$ cat src/rtl/wb_mem_arbiter.sv
// wb_mem_arbiter: round-robin Wishbone B3 arbiter sharing one memory slave
// among ibus (0), dbus (1) and debug (2). A grant lasts for the owner's whole
// cyc tenure so bursts stay atomic; a per-access watchdog turns a stalled
// slave into a one-cycle bus error for the owner.
module wb_mem_arbiter #(
  parameter int NUM_MASTERS    = 3,
  parameter int TIMEOUT_CYCLES = 255
) (
  input  logic                      wb_clk_i,
  input  logic                      wb_rst_i,
  input  logic [32*NUM_MASTERS-1:0] m_adr_i,
  input  logic [32*NUM_MASTERS-1:0] m_dat_i,
  input  logic [4*NUM_MASTERS-1:0]  m_sel_i,
  input  logic [NUM_MASTERS-1:0]    m_we_i,
  input  logic [NUM_MASTERS-1:0]    m_cyc_i,
  input  logic [NUM_MASTERS-1:0]    m_stb_i,
  input  logic [3*NUM_MASTERS-1:0]  m_cti_i,
  input  logic [2*NUM_MASTERS-1:0]  m_bte_i,
  output logic [31:0]               m_dat_o,
  output logic [NUM_MASTERS-1:0]    m_ack_o,
  output logic [NUM_MASTERS-1:0]    m_err_o,
  output logic [NUM_MASTERS-1:0]    m_rty_o,
  output logic [31:0]               s_adr_o,
  output logic [31:0]               s_dat_o,
  output logic [3:0]                s_sel_o,
  output logic                      s_we_o,
  output logic                      s_cyc_o,
  output logic                      s_stb_o,
  output logic [2:0]                s_cti_o,
  output logic [1:0]                s_bte_o,
  input  logic [31:0]               s_dat_i,
  input  logic                      s_ack_i,
  input  logic                      s_err_i,
  input  logic                      s_rty_i,
  output logic [NUM_MASTERS-1:0]    grant_o
);

  localparam int                IW          = (NUM_MASTERS > 1) ? $clog2(NUM_MASTERS) : 1;
  localparam logic [7:0]        TIMEOUT_LIM = 8'(TIMEOUT_CYCLES);
  localparam logic [IW-1:0]     LAST_RST    = IW'(NUM_MASTERS - 1);

  typedef enum logic [0:0] {
    ST_IDLE  = 1'b0,
    ST_OWNED = 1'b1
  } state_t;

  state_t                 state_r;
  logic [IW-1:0]          owner_r;
  logic [IW-1:0]          last_r;
  logic [7:0]             wdog_r;
  logic [NUM_MASTERS-1:0] grant_r;

  logic [IW-1:0]          winner_s;
  logic                   req_any_s;
  logic [IW-1:0]          cand_s;
  int                     rr_sum_s;
  logic                   owner_cyc_s;
  logic                   owner_stb_s;
  logic                   resp_any_s;
  logic                   fire_s;

  // One-hot decode of a master index.
  function automatic logic [NUM_MASTERS-1:0] onehot(input logic [IW-1:0] idx);
    logic [NUM_MASTERS-1:0] oh;
    oh      = '0;
    oh[idx] = 1'b1;
    return oh;
  endfunction

  assign owner_cyc_s = m_cyc_i[owner_r];
  assign owner_stb_s = m_stb_i[owner_r];
  assign resp_any_s  = s_ack_i | s_err_i | s_rty_i;
  // Fire cycle is decoded purely from registered state so the error pulse is clean.
  assign fire_s      = (state_r == ST_OWNED) && (TIMEOUT_LIM != 8'd0) && (wdog_r == TIMEOUT_LIM);
  assign grant_o     = grant_r;

  // Round-robin search upward from last+1 (with wrap) for the first cyc requester.
  always_comb begin
    winner_s  = '0;
    req_any_s = 1'b0;
    cand_s    = '0;
    rr_sum_s  = 0;
    for (int i = 0; i < NUM_MASTERS; i++) begin
      rr_sum_s = int'(last_r) + 1 + i;
      cand_s   = (rr_sum_s >= NUM_MASTERS) ? IW'(rr_sum_s - NUM_MASTERS) : IW'(rr_sum_s);
      if (!req_any_s && m_cyc_i[cand_s]) begin
        req_any_s = 1'b1;
        winner_s  = cand_s;
      end else begin
        req_any_s = req_any_s;
      end
    end
  end

  // Arbiter FSM: ownership, round-robin pointer, grant vector and watchdog counter.
  always_ff @(posedge wb_clk_i or posedge wb_rst_i) begin
    if (wb_rst_i) begin
      state_r <= ST_IDLE;
      owner_r <= '0;
      last_r  <= LAST_RST;
      wdog_r  <= 8'd0;
      grant_r <= '0;
    end else begin
      case (state_r)
        ST_IDLE: begin
          wdog_r <= 8'd0;
          if (req_any_s) begin
            state_r <= ST_OWNED;
            owner_r <= winner_s;
            last_r  <= winner_s;
            grant_r <= onehot(winner_s);
          end else begin
            grant_r <= '0;
          end
        end
        ST_OWNED: begin
          if (fire_s || !owner_cyc_s) begin
            // Release: watchdog expiry or owner ended its cyc tenure.
            state_r <= ST_IDLE;
            grant_r <= '0;
            wdog_r  <= 8'd0;
          end else if (resp_any_s) begin
            wdog_r <= 8'd0;
          end else if (owner_stb_s && (TIMEOUT_LIM != 8'd0) && (wdog_r != TIMEOUT_LIM)) begin
            wdog_r <= wdog_r + 8'd1;
          end else begin
            wdog_r <= wdog_r;
          end
        end
        default: begin
          state_r <= ST_IDLE;
          grant_r <= '0;
          wdog_r  <= 8'd0;
        end
      endcase
    end
  end

  // Owner request mux to the slave and slave response routing back to the owner.
  always_comb begin
    m_dat_o = s_dat_i;
    m_ack_o = '0;
    m_err_o = '0;
    m_rty_o = '0;
    s_adr_o = 32'd0;
    s_dat_o = 32'd0;
    s_sel_o = 4'd0;
    s_we_o  = 1'b0;
    s_cyc_o = 1'b0;
    s_stb_o = 1'b0;
    s_cti_o = 3'd0;
    s_bte_o = 2'd0;
    if (state_r == ST_OWNED) begin
      s_adr_o = m_adr_i[int'(owner_r)*32 +: 32];
      s_dat_o = m_dat_i[int'(owner_r)*32 +: 32];
      s_sel_o = m_sel_i[int'(owner_r)*4 +: 4];
      s_we_o  = m_we_i[owner_r];
      s_cti_o = m_cti_i[int'(owner_r)*3 +: 3];
      s_bte_o = m_bte_i[int'(owner_r)*2 +: 2];
      if (fire_s) begin
        // Watchdog fire cycle: abort the access, slave responses are ignored.
        m_err_o[owner_r] = 1'b1;
      end else begin
        s_cyc_o          = owner_cyc_s;
        s_stb_o          = owner_stb_s;
        m_ack_o[owner_r] = s_ack_i;
        m_err_o[owner_r] = s_err_i;
        m_rty_o[owner_r] = s_rty_i;
      end
    end else begin
      s_cyc_o = 1'b0;
    end
  end

endmodule

$ cat config.mk
export PLATFORM = sky130hd
export DESIGN_NAME = wb_mem_arbiter
export DESIGN_NICKNAME = d
export VERILOG_FILES = /design/src/rtl/wb_mem_arbiter.sv
export SDC_FILE = /design/constraint.sdc
export NUM_CORES = 1
export LEC_CHECK = 0
export BUFFER_PORTS_ARGS = -buffer_cell sky130_fd_sc_hd__buf_2
export CAP_MARGIN = 20
export CORE_AREA = 3 3 148 150
export DETAILED_ROUTE_END_ITERATION = 12
export DIE_AREA = 0 0 151 153
export SLEW_MARGIN = 5
export SYNTH_ARGS = -nofsm -noshare
export SYNTH_HDL_FRONTEND = slang
export SYNTH_SLANG_ARGS = --single-unit
$ cat constraint.sdc
create_clock -name wb_clk_i -period 2.3 [get_ports wb_clk_i]
set_input_delay 0.115 -clock wb_clk_i [delete_from_list [all_inputs] [get_ports wb_clk_i]]
set_output_delay 0.115 -clock wb_clk_i [all_outputs]
set_load 0.02 [all_outputs]
[Yosys cells after proc, flatten, opt, wreduce, memory -nomap -nowiden]
Cells that the tools add are included.
W data, S select, Z words.
Storage, ports and cells
  bits in registers: 16
  latch bits: 0
  RAM bits: 0
  bits in read-only memories: 0
  input port bits: 265
  output and inout port bits: 120
  word-level logic and storage cells: 100
  memories: 0
Cells by class
  $add $sub $neg: 7
  $mul: 1
  divide/modulo/power cells: 0
  magnitude comparators: 10
  equality and inequality tests: 4
  shifts and indexed selects: 5
  mux-type cells: 51
  bitwise gates (word level): 6
  reduce and logical (&&, ||, !) cells: 11
Operators by type and width (number)
  $shiftx A96 B8 Y32: 2
  $mux W32: 2
  $mux W3: 9
  $mux W8: 3
  $mux W1: 18
  $pmux W8 S2: 1
  $lt A2 B3 Y1 const B: 5
  $mux W2: 7
  $bmux W1 S2: 6
  $shiftx A12 B5 Y4: 1
  $and A3 B3 Y3: 3
  $shiftx A9 B5 Y3: 1
  $add A8 B1 Y8 const B: 1
  $eq A8 B8 Y1 const B: 1
  $ge A4 B2 Y1 const B: 2
  $ne A8 B8 Y1 const B: 1
  $logic_and A1 B1 Y1: 6
  $pmux W3 S2: 1
  $shiftx A6 B4 Y2: 1
  $add A3 B1 Y4 const B: 1
  $add A3 B2 Y4 const B: 1
  $demux W1 S2: 2
  $ge A2 B1 Y1 const B: 2
  $mul A2 B2 Y4 const B: 1
  13 further kinds: 17

[Logic depth before layout (Yosys ltp)]
Gate-level depths: netlist of run 1.
  depth after elaboration: 18
  gate-level depth with buffers: 9
  gate-level depth less buffers: 7

[Worst setup path before layout of run 1]
No wires, ideal clock.
  path kind: register -> register
  start point: register last_r[1]
  end point: register grant_r[0] (netlist: grant_o[0])
  setup time: 0.121 ns
  arrival time: 1.721 ns
  data required time: 2.179 ns
  slack: 0.458 ns
  stages on the path, launching flop included: 9
  path buffers: 1
  clock period less this slack: 1.842 ns
  path through: dfstp_2 -> inv_1 -> ha_1 -> clkbuf_1 -> nor2b_1 -> o22ai_1 -> a32oi_1 -> a31oi_1 -> a22o_1
Between the ends
  longest elaborated chain between the ends: 18
  elaborated cells between the ends (all ways): 35
  those cells by class: add/sub: 6; order compare: 5; mux: 19; reduce/logical: 5
Ends and longest elaborated chain
  start, declared: RTL line 49  | logic [IW-1:0] last_r;
  start signal, assigned: RTL line 110  | last_r <= winner_s;
  $add A2 B1 Y3 (*): RTL line 84  | rr_sum_s = int'(last_r) + 1 + i;
  branches (longest 15 deep; another with $add A3 B1 Y4)
  $mux W3 (*): RTL line 107  | if (req_any_s) begin
  $pmux W3 S2 (*): RTL line 104  | case (state_r)
  end signal, assigned: RTL line 111  | grant_r <= onehot(winner_s);
  end, declared: RTL line 51  | logic [NUM_MASTERS-1:0] grant_r;
Mark *: on every way between the ends. The select of a mux whose other input is x is not followed.
A chain may end at the register's enable or synchronous reset.

[Worst setup path in the final report of run 1]
  start point: register owner_r[0]
  end point: output s_stb_o
Between the ends
  longest elaborated chain between the ends: 4
Ends and longest elaborated chain
  start, declared: RTL line 48  | logic [IW-1:0] owner_r;
  start signal, assigned: RTL line 109  | owner_r <= winner_s;
  $bmux W1 S2: RTL line 71  | assign owner_stb_s = m_stb_i[owner_r];
  $mux W1 (not written as such): RTL line 71
  $mux W1: RTL line 160  | if (fire_s) begin
  $mux W1: RTL line 153  | if (state_r == ST_OWNED) begin
  end, declared: RTL line 28  | output logic s_stb_o,
No other way between the ends. The select of a mux whose other input is x is not followed.

==> tab_implementation.tex, run 1 <==
\begin{tabular}{lr}
\hline
Metric & Value \\
\hline
\multicolumn{2}{l}{\textbf{Finish}} \\
\quad Commonest non-fill, non-tap cell in the layout & sky130\_fd\_sc\_hd\_\_buf\_2 \\
\quad Register Area & 385 µm² \\
\quad Nets & 1015 \\
\quad Area Growth Syn to Fin & 52.0\% \\
\quad Fill cells & 2343 \\
\quad Share of cells above drive strength 1 & 0.464 \\
\quad Area occupied by multi-input gates & 2510 µm² \\
\quad Fin cells & 1020 \\
\quad Total inserted antenna cells & 0 \\
\quad Commonest cells after routing, fill and taps aside & 320 x sky130\_fd\_sc\_hd\_\_buf\_2, 83 x sky130\_fd\_sc\_hd\_\_nand2\_1, 77 x sky130\_fd\_sc\_hd\_\_o21ai\_1 \\
\multicolumn{2}{l}{\textbf{STA}} \\
\quad RSZ-0062 raised after global routing & no \\
\quad Final critical delay including setup and external delays & 2.16 ns \\
\quad Worst Tran Pin Value & 0.587 ns \\
\quad Largest clock skew in the final design & 0.00207 ns \\
\quad Number of endpoints failing setup at the final stage & 0 \\
\quad Setup TNS & 0 ns \\
\quad Final max-slew violation count & 0 \\
\quad Max Clk Rate & 0.463 GHz \\
\quad Tcrit/Tclk final & 0.940 \\
\quad Final count of hold timing violations & 0 \\
\quad Rel. slew slack & 0.609 \\
\multicolumn{2}{l}{\textbf{Clock tree}} \\
\quad Later-pin clock latency in the skew report & 0.24 ns \\
\quad Maximum buffer depth of the clock tree & 2 \\
\quad Clock tree root buffer cell & sky130\_fd\_sc\_hd\_\_clkbuf\_16 \\
\quad TritonCTS clock tree & built \\
\quad Clock-pin slew reported for the worst setup and hold paths after clock tree synthesis & 0.05 ns \\
\quad CTS Sinks & 15 \\
\quad TritonCTS buffer count & 3 \\
\quad PostCTS Resize Cnt & 0 \\
\quad CTS HTree Levels & 1 \\
\multicolumn{2}{l}{\textbf{Worst hold path}} \\
\quad Min-delay worst type & input port to output port \\
\quad Worst hold stages & 0 \\
\multicolumn{2}{l}{\textbf{Placement}} \\
\quad Weighted congestion at the end of routability-driven global placement & 0.799 \\
\quad Placed instance count & 1015 \\
\quad Placed wire-length estimate & 12400 µm \\
\quad Number of port buffers & 320 \\
\multicolumn{2}{l}{\textbf{Global route}} \\
\quad First-pass GRT wire length & 21500 µm \\
\quad Pin count of the biggest net entering global routing & 43 \\
\quad Global-route congestion overflow total & 0 \\
\quad Total global-route track usage & 0.114 \\
\quad Number of antenna violations at the first check in global routing & 1 \\
\quad Number of global-route vias before repair & 3923 \\
\multicolumn{2}{l}{\textbf{Logic synthesis}} \\
\quad Post-synthesis compound-gate area fraction & 0.176 \\
\quad EDFF count, synth & 0 \\
\quad Fraction of synthesis flops using an asynchronous set or reset pin & 1.00 \\
\quad Mux share of post-synthesis cell area & 0.232 \\
\quad Share of the synthesized netlist area taken by xor and xnor gates & 0.0131 \\
\quad Largest family of logic cells by synthesized area & simple AND/OR/NAND/NOR gates \\
\quad Register area share after synthesis & 0.113 \\
\quad Cell Area, Synth & 3330 µm² \\
\quad Mean instance size in the synthesized netlist & 6.91 µm² \\
\quad Primary FF master, synth & sky130\_fd\_sc\_hd\_\_dfrtp\_1 \\
\quad Yosys Warn Count & 0 \\
\quad Adder-cell share of the synthesized area & 0.0150 \\
\quad Synthesized Nets & 751 \\
\quad Number of distinct library cell variants in the gate-level netlist after synthesis & 45 \\
\quad Total of flip-flops plus latches after synthesis & 15 \\
\quad Post-synthesis instance total & 482 \\
\quad Simple logic cell fraction of the synthesized area & 0.316 \\
\multicolumn{2}{l}{\textbf{Power and ir drop}} \\
\quad Areal power density over the cells & 1130 nW/µm² \\
\quad VDD IR-drop max & 0.809 mV \\
\quad Overall power consumption & 5.71 mW \\
\quad Leakage Power & 2.61 nW \\
\multicolumn{2}{l}{\textbf{Worst setup path}} \\
\quad Critical R2R Capture & grant\_o[0] \\
\quad CP Data Arrival Time & 2.05 ns \\
\quad Crit path capture & s\_stb\_o \\
\quad Launching point of the worst reg2reg path & owner\_r[0] \\
\quad WP data required & 2.18 ns \\
\quad Cell count of the worst reg-to-reg path & 7 \\
\quad Worst Setup Path Type & flop to output port \\
\quad Maximum fanout encountered on the critical timing path & 40 \\
\quad Type of element capturing the critical path & output port \\
\quad Startpoint kind of the worst setup timing path & flop \\
\quad R2R Setup Slk & 0.20 ns \\
\quad Critical path origin & owner\_r[0] \\
\multicolumn{2}{l}{\textbf{Flow run}} \\
\quad Total of max-cap violations & 0 \\
\multicolumn{2}{l}{\textbf{Floorplan}} \\
\quad Number of placement rows & 53 \\
\quad IO Pins & 385 \\
\quad Core Region & 20800 µm² \\
\quad Starting Density & 0.160 \\
\quad Die outline width & 151 µm \\
\quad Die Footprint & 23100 µm² \\
\quad Chip Height & 153 µm \\
\multicolumn{2}{l}{\textbf{Routing}} \\
\quad Post-route DRC violation count & 0 \\
\quad Iteration-0 DRC count of the detailed router & 230 \\
\quad Routed via count divided by cell count & 4.21 \\
\quad Number of nets with antenna violations after routing & 0 \\
\quad Overall routed net length & 15100 µm \\
\quad Iteration count of the initial detailed-routing pass & 4 \\
\quad Vias & 4296 \\
\quad Average routed wire per standard cell & 14.8 µm \\
\multicolumn{2}{l}{\textbf{Outcome}} \\
\quad Result of the run & finished clean \\
\hline
\end{tabular}
==> synth_stat cells, types with 2 or more instances <==
library cell,number,area [µm²]
sky130_fd_sc_hd__o21ai_1,77,385
sky130_fd_sc_hd__nand2b_1,3,18.8
sky130_fd_sc_hd__a21oi_1,7,35.0
sky130_fd_sc_hd__nor4_2,3,37.5
sky130_fd_sc_hd__o21ai_0,4,20.0
sky130_fd_sc_hd__inv_2,2,7.51
sky130_fd_sc_hd__xnor2_1,5,43.8
sky130_fd_sc_hd__buf_2,24,120
sky130_fd_sc_hd__and2_1,74,463
sky130_fd_sc_hd__and3_1,3,18.8
sky130_fd_sc_hd__a32oi_1,2,17.5
sky130_fd_sc_hd__clkbuf_1,12,45.0
sky130_fd_sc_hd__mux2i_1,75,751
sky130_fd_sc_hd__inv_1,4,15.0
sky130_fd_sc_hd__nor3_1,5,25.0
sky130_fd_sc_hd__ha_1,4,50.1
sky130_fd_sc_hd__a21o_1,3,22.5
sky130_fd_sc_hd__nor2_1,16,60.1
sky130_fd_sc_hd__dfrtp_1,14,350
sky130_fd_sc_hd__nand2_1,83,312
sky130_fd_sc_hd__nand3_1,5,25.0
sky130_fd_sc_hd__buf_4,33,248
sky130_fd_sc_hd__nor2b_1,2,12.5
==> layout make-up <==
type | instances | area share
Inverter | 6 | 0.00445
Clock buffer | 4 | 0.0156
Sequential cell | 15 | 0.0761
Timing Repair Buffer | 330 | 0.341
Tap cell | 275 | 0.0679
Multi-Input combinational cell | 390 | 0.495
==> metrics by stage <==
| step | hold WS [ns] | utilization | setup WS, ns | instance area, µm² |
|---|---|---|---|---|
| 6_report | 0.230 | 0.243 | 0.138 | 5070 |
| 5_1_grt | 0.230 | 0.243 | 0.00668 | 5070 |
| 4_1_cts | 0.230 | 0.243 | 0.162 | 5070 |
| 3_5_place_dp | 0.216 | 0.239 | 0.253 | 4980 |
| 3_3_place_gp | 0.213 | 0.239 | 0.316 | 4980 |
| 2_1_floorplan | 0.0158 | - | 0.458 | 3330 |
==> what timing repair did <==
item	CTS	global route
hold buffers	1	0
buffers inserted	0	0
endpoints found under the hold margin	14	0
==> logic make-up (layout without fill, tap and decap cells) <==
family | Yosys count | after routing
compound gates | 104 | 104
buf+inv | 77 | 340
mux | 76 | 76
simple gates | 201 | 201
xor+xnor | 5 | 5
fa+ha+maj | 4 | 4
flops | 15 | 15
==> where the power goes <==
group / internal [mW] / total, mW / switching (mW)
Combinational: 1.90 / 4.93 / 3.03
Sequential: 0.343 / 0.441 / 0.0975
Clock: 0.235 / 0.338 / 0.104
==> how the worst min path moves through the flow <==
stage          slack (ns)   startpoint           to
2_1_floorplan        0.02     wb_rst_i   grant_o[0]
3_3_place_gp         0.21     wb_rst_i    wdog_r[2]
3_5_place_dp         0.22     wb_rst_i    wdog_r[2]
4_1_cts              0.23  s_dat_i[11]  m_dat_o[11]
5_1_grt              0.23  s_dat_i[27]  m_dat_o[27]
6_report             0.23  s_dat_i[27]  m_dat_o[27]
==> sequential cells by signal, indices dropped and copies added (netlist names) <==
signal,cells
state_r,1
grant_o,3
owner_r,2
wdog_r,8
last_r,1
==> layer usage <==
metal,routed length [µm],track usage,vias up,share of wire
met4,36,0.00648,2,0.0024
met1,6080,0.146,1937,0.40
met5,10,0,-,0.00066
met3,1300,0.0184,8,0.086
met2,7680,0.210,215,0.51
li1,-,-,2134,-
==> critical path, cell delays in order (launching register included) <==
cell and delay (ns):
sky130_fd_sc_hd__dfrtp_4 0.54, sky130_fd_sc_hd__buf_12 0.21, sky130_fd_sc_hd__mux2i_4 0.22, sky130_fd_sc_hd__o21ai_0 0.43, sky130_fd_sc_hd__and3_1 0.22, sky130_fd_sc_hd__buf_2 0.16
Note: power is estimated with default switching activity, not from simulation.
==> run 2: changes to the inputs <==
- CAP_MARGIN: 20 -> not set
- CORE_AREA: 3 3 148 150 -> 3 3 150 152
- DIE_AREA: 0 0 151 153 -> 0 0 153 155
- SETUP_SLACK_MARGIN: not set -> 0.2
- clock period: 2.3 -> 2.7 ns (I/O delays scaled with it)
==> run 2 against run 1 <==
Compared with the run above:
- die area increased by 2.6%
- critical path depth did not move
- utilization shrank 0.50 points
- via count increased by 1.2%
- power down 15%
- clock power decreased by 14%
- final cell count is essentially flat
- largest cell class unchanged
==> tab_implementation.tex, run 2 (same netlist as run 1, synthesis figures left out) <==
\begin{tabular}{lr}
\hline
Metric & Value \\
\hline
\multicolumn{2}{l}{\textbf{Flow run}} \\
\quad Total of max-cap violations & 0 (unchanged) \\
\multicolumn{2}{l}{\textbf{Worst setup path}} \\
\quad CP Data Arrival Time & 2.17 ns (was 2.05 ns) \\
\quad Worst Setup Path Type & flop to output port (unchanged) \\
\quad Maximum fanout encountered on the critical timing path & 33 (was 40) \\
\quad Type of element capturing the critical path & output port (unchanged) \\
\quad WP data required & 2.57 ns (was 2.18 ns) \\
\quad Startpoint kind of the worst setup timing path & flop (unchanged) \\
\multicolumn{2}{l}{\textbf{STA}} \\
\quad Setup TNS & 0 ns (unchanged) \\
\quad Max Clk Rate & 0.434 GHz \\
\quad Tcrit/Tclk final & 0.853 \\
\quad Rel. slew slack & 0.621 (was 0.609) \\
\quad Final critical delay including setup and external delays & 2.30 ns \\
\quad Worst Tran Pin Value & 0.568 ns (was 0.587 ns) \\
\quad Final count of hold timing violations & 0 (unchanged) \\
\quad Final max-slew violation count & 0 (unchanged) \\
\quad Number of endpoints failing setup at the final stage & 0 (unchanged) \\
\quad RSZ-0062 raised after global routing & no (unchanged) \\
\quad Largest clock skew in the final design & 0.00191 ns (was 0.00207 ns) \\
\multicolumn{2}{l}{\textbf{Global route}} \\
\quad Total global-route track usage & 0.119 (was 0.114) \\
\quad Number of antenna violations at the first check in global routing & 0 (was 1) \\
\quad Global-route congestion overflow total & 0 (unchanged) \\
\quad Pin count of the biggest net entering global routing & 41 (was 43) \\
\quad First-pass GRT wire length & 23400 µm (was 21500 µm) \\
\quad Number of global-route vias before repair & 4254 (was 3923) \\
\multicolumn{2}{l}{\textbf{Floorplan}} \\
\quad Starting Density & 0.158 (was 0.160) \\
\quad Core Region & 21200 µm² (was 20800 µm²) \\
\quad IO Pins & 385 (unchanged) \\
\quad Number of placement rows & 53 (unchanged) \\
\quad Die Footprint & 23700 µm² (was 23100 µm²) \\
\quad Die outline width & 153 µm (was 151 µm) \\
\quad Chip Height & 155 µm (was 153 µm) \\
\multicolumn{2}{l}{\textbf{Clock tree}} \\
\quad Setup Fix Bufs, Post-CTS & 0 (unchanged) \\
\quad Later-pin clock latency in the skew report & 0.25 ns (was 0.24 ns) \\
\quad CTS HTree Levels & 1 (unchanged) \\
\quad Clock tree root buffer cell & sky130\_fd\_sc\_hd\_\_clkbuf\_16 (unchanged) \\
\quad Maximum buffer depth of the clock tree & 2 (unchanged) \\
\quad TritonCTS buffer count & 3 (unchanged) \\
\quad Clock-pin slew reported for the worst setup and hold paths after clock tree synthesis & 0.05 ns (about the same) \\
\quad CTS Sinks & 15 (unchanged) \\
\quad TritonCTS clock tree & built (unchanged) \\
\multicolumn{2}{l}{\textbf{Finish}} \\
\quad Area Growth Syn to Fin & 51.3\% (was 52.0\%) \\
\quad Nets & 1016 (was 1015) \\
\quad Commonest cells after routing, fill and taps aside & 320 x sky130\_fd\_sc\_hd\_\_buf\_2, 83 x sky130\_fd\_sc\_hd\_\_nand2\_1, 77 x sky130\_fd\_sc\_hd\_\_o21ai\_1 (unchanged) \\
\quad Fill cells & 2369 (was 2343) \\
\quad Top register by number of flip-flops & wdog\_r (unchanged) \\
\quad Largest register FFs & 8 (unchanged) \\
\quad Cell area after layout & 5040 µm² (was 5070 µm²) \\
\quad Share of cells above drive strength 1 & 0.466 (was 0.464) \\
\quad Commonest non-fill, non-tap cell in the layout & sky130\_fd\_sc\_hd\_\_buf\_2 (unchanged) \\
\quad Total inserted antenna cells & 0 (unchanged) \\
\multicolumn{2}{l}{\textbf{Routing}} \\
\quad Number of nets with antenna violations after routing & 0 (unchanged) \\
\quad Vias & 4346 (was 4296) \\
\quad Overall routed net length & 15600 µm (was 15100 µm) \\
\quad Iteration-0 DRC count of the detailed router & 295 (was 230) \\
\quad Post-route DRC violation count & 0 (unchanged) \\
\quad Average routed wire per standard cell & 15.3 µm (was 14.8 µm) \\
\quad Routed via count divided by cell count & 4.26 (was 4.21) \\
\quad Iteration count of the initial detailed-routing pass & 4 (unchanged) \\
\multicolumn{2}{l}{\textbf{Power and ir drop}} \\
\quad Leakage Power & 2.61 nW (about the same) \\
\quad Areal power density over the cells & 959 nW/µm² (was 1130 nW/µm²) \\
\quad VDD IR-drop max & 0.513 mV (was 0.809 mV) \\
\multicolumn{2}{l}{\textbf{Placement}} \\
\quad Placed wire-length estimate & 13100 µm (was 12400 µm) \\
\quad Number of port buffers & 320 (unchanged) \\
\quad Post-Place Cell Area & 4950 µm² (was 4980 µm²) \\
\quad Weighted congestion at the end of routability-driven global placement & 0.862 (was 0.799) \\
\multicolumn{2}{l}{\textbf{Outcome}} \\
\quad Result of the run & finished clean (unchanged) \\
\multicolumn{2}{l}{\textbf{Worst hold path}} \\
\quad Min-delay worst type & input port to output port (unchanged) \\
\hline
\end{tabular}
run 2: path summary, 6_finish.rpt:
path                                     to  slack [ns]        from  depth (start not counted)
worst max-delay path            s_dat_o[24]        0.40  owner_r[0]                          5
worst min-delay path             m_dat_o[6]        0.27  s_dat_i[6]                          0
worst max register to register   owner_r[0]        0.52  owner_r[0]                          7
worst min register to register   grant_o[2]        0.48  grant_o[2]                          1
max in group asynchronous        owner_r[1]        1.78    wb_rst_i                          3
min in group asynchronous         wdog_r[2]        0.50    wb_rst_i                          3
run 2: layer usage:
layer / vias to the layer above / share of wire / global-route usage
li1: 2133 / - / -
met4: 0 / 0.020 / 0.0272
met3: 16 / 0.087 / 0.0256
met1: 1963 / 0.41 / 0.153
met5: - / 0 / 0
met2: 234 / 0.49 / 0.207
run 2: repair_timing:
action / in CTS / in global routing
resized for setup: 0 / 1
endpoints found under the hold margin: 14 / 0
hold buffers: 1 / 0
endpoints found under the setup margin: 0 / 1
run 2: cell type report:
cell class / count / area (µm²) / share of cell area
inverter: 6 / 22.5 / 0.00447
timing repair buffer: 331 / 1700 / 0.338
clock buffer: 3 / 75.1 / 0.0149
tap: 275 / 344 / 0.0683
multi-input combinational: 390 / 2510 / 0.497
clock inverter: 1 / 5.00 / 0.000993
sequential: 15 / 385 / 0.0764
run 2: where the power goes:
| group | switching (mW) | internal (mW) | leakage (nW) |
|---|---|---|---|
| sequential | 0.146 | 0.291 | 0.195 |
| combinational | 2.53 | 1.58 | 2.37 |
| clock | 0.0922 | 0.198 | 0.0409 |
run 2: through the flow:
step / power [mW] / cells / hold slack [ns] / setup slack [ns] / utilization
global placement: 4.55 / 1016 / 0.223 / 0.548 / 0.234
finish: 4.83 / 1021 / 0.270 / 0.397 / 0.238
floorplan: 3.33 / 482 / 0.0358 / 0.858 / -
CTS: 4.88 / 1021 / 0.270 / 0.263 / 0.238
global route: 5.26 / 1021 / 0.270 / 0.270 / 0.238
detailed placement: 4.57 / 1016 / 0.218 / 0.523 / 0.234
run 2: worst max-delay path: stages (launching register included):
cell	delay [ns]
sky130_fd_sc_hd__dfrtp_4	0.61
sky130_fd_sc_hd__buf_4	0.53
sky130_fd_sc_hd__mux2i_1	0.32
sky130_fd_sc_hd__o21ai_1	0.09
sky130_fd_sc_hd__and2_1	0.16
sky130_fd_sc_hd__buf_2	0.16
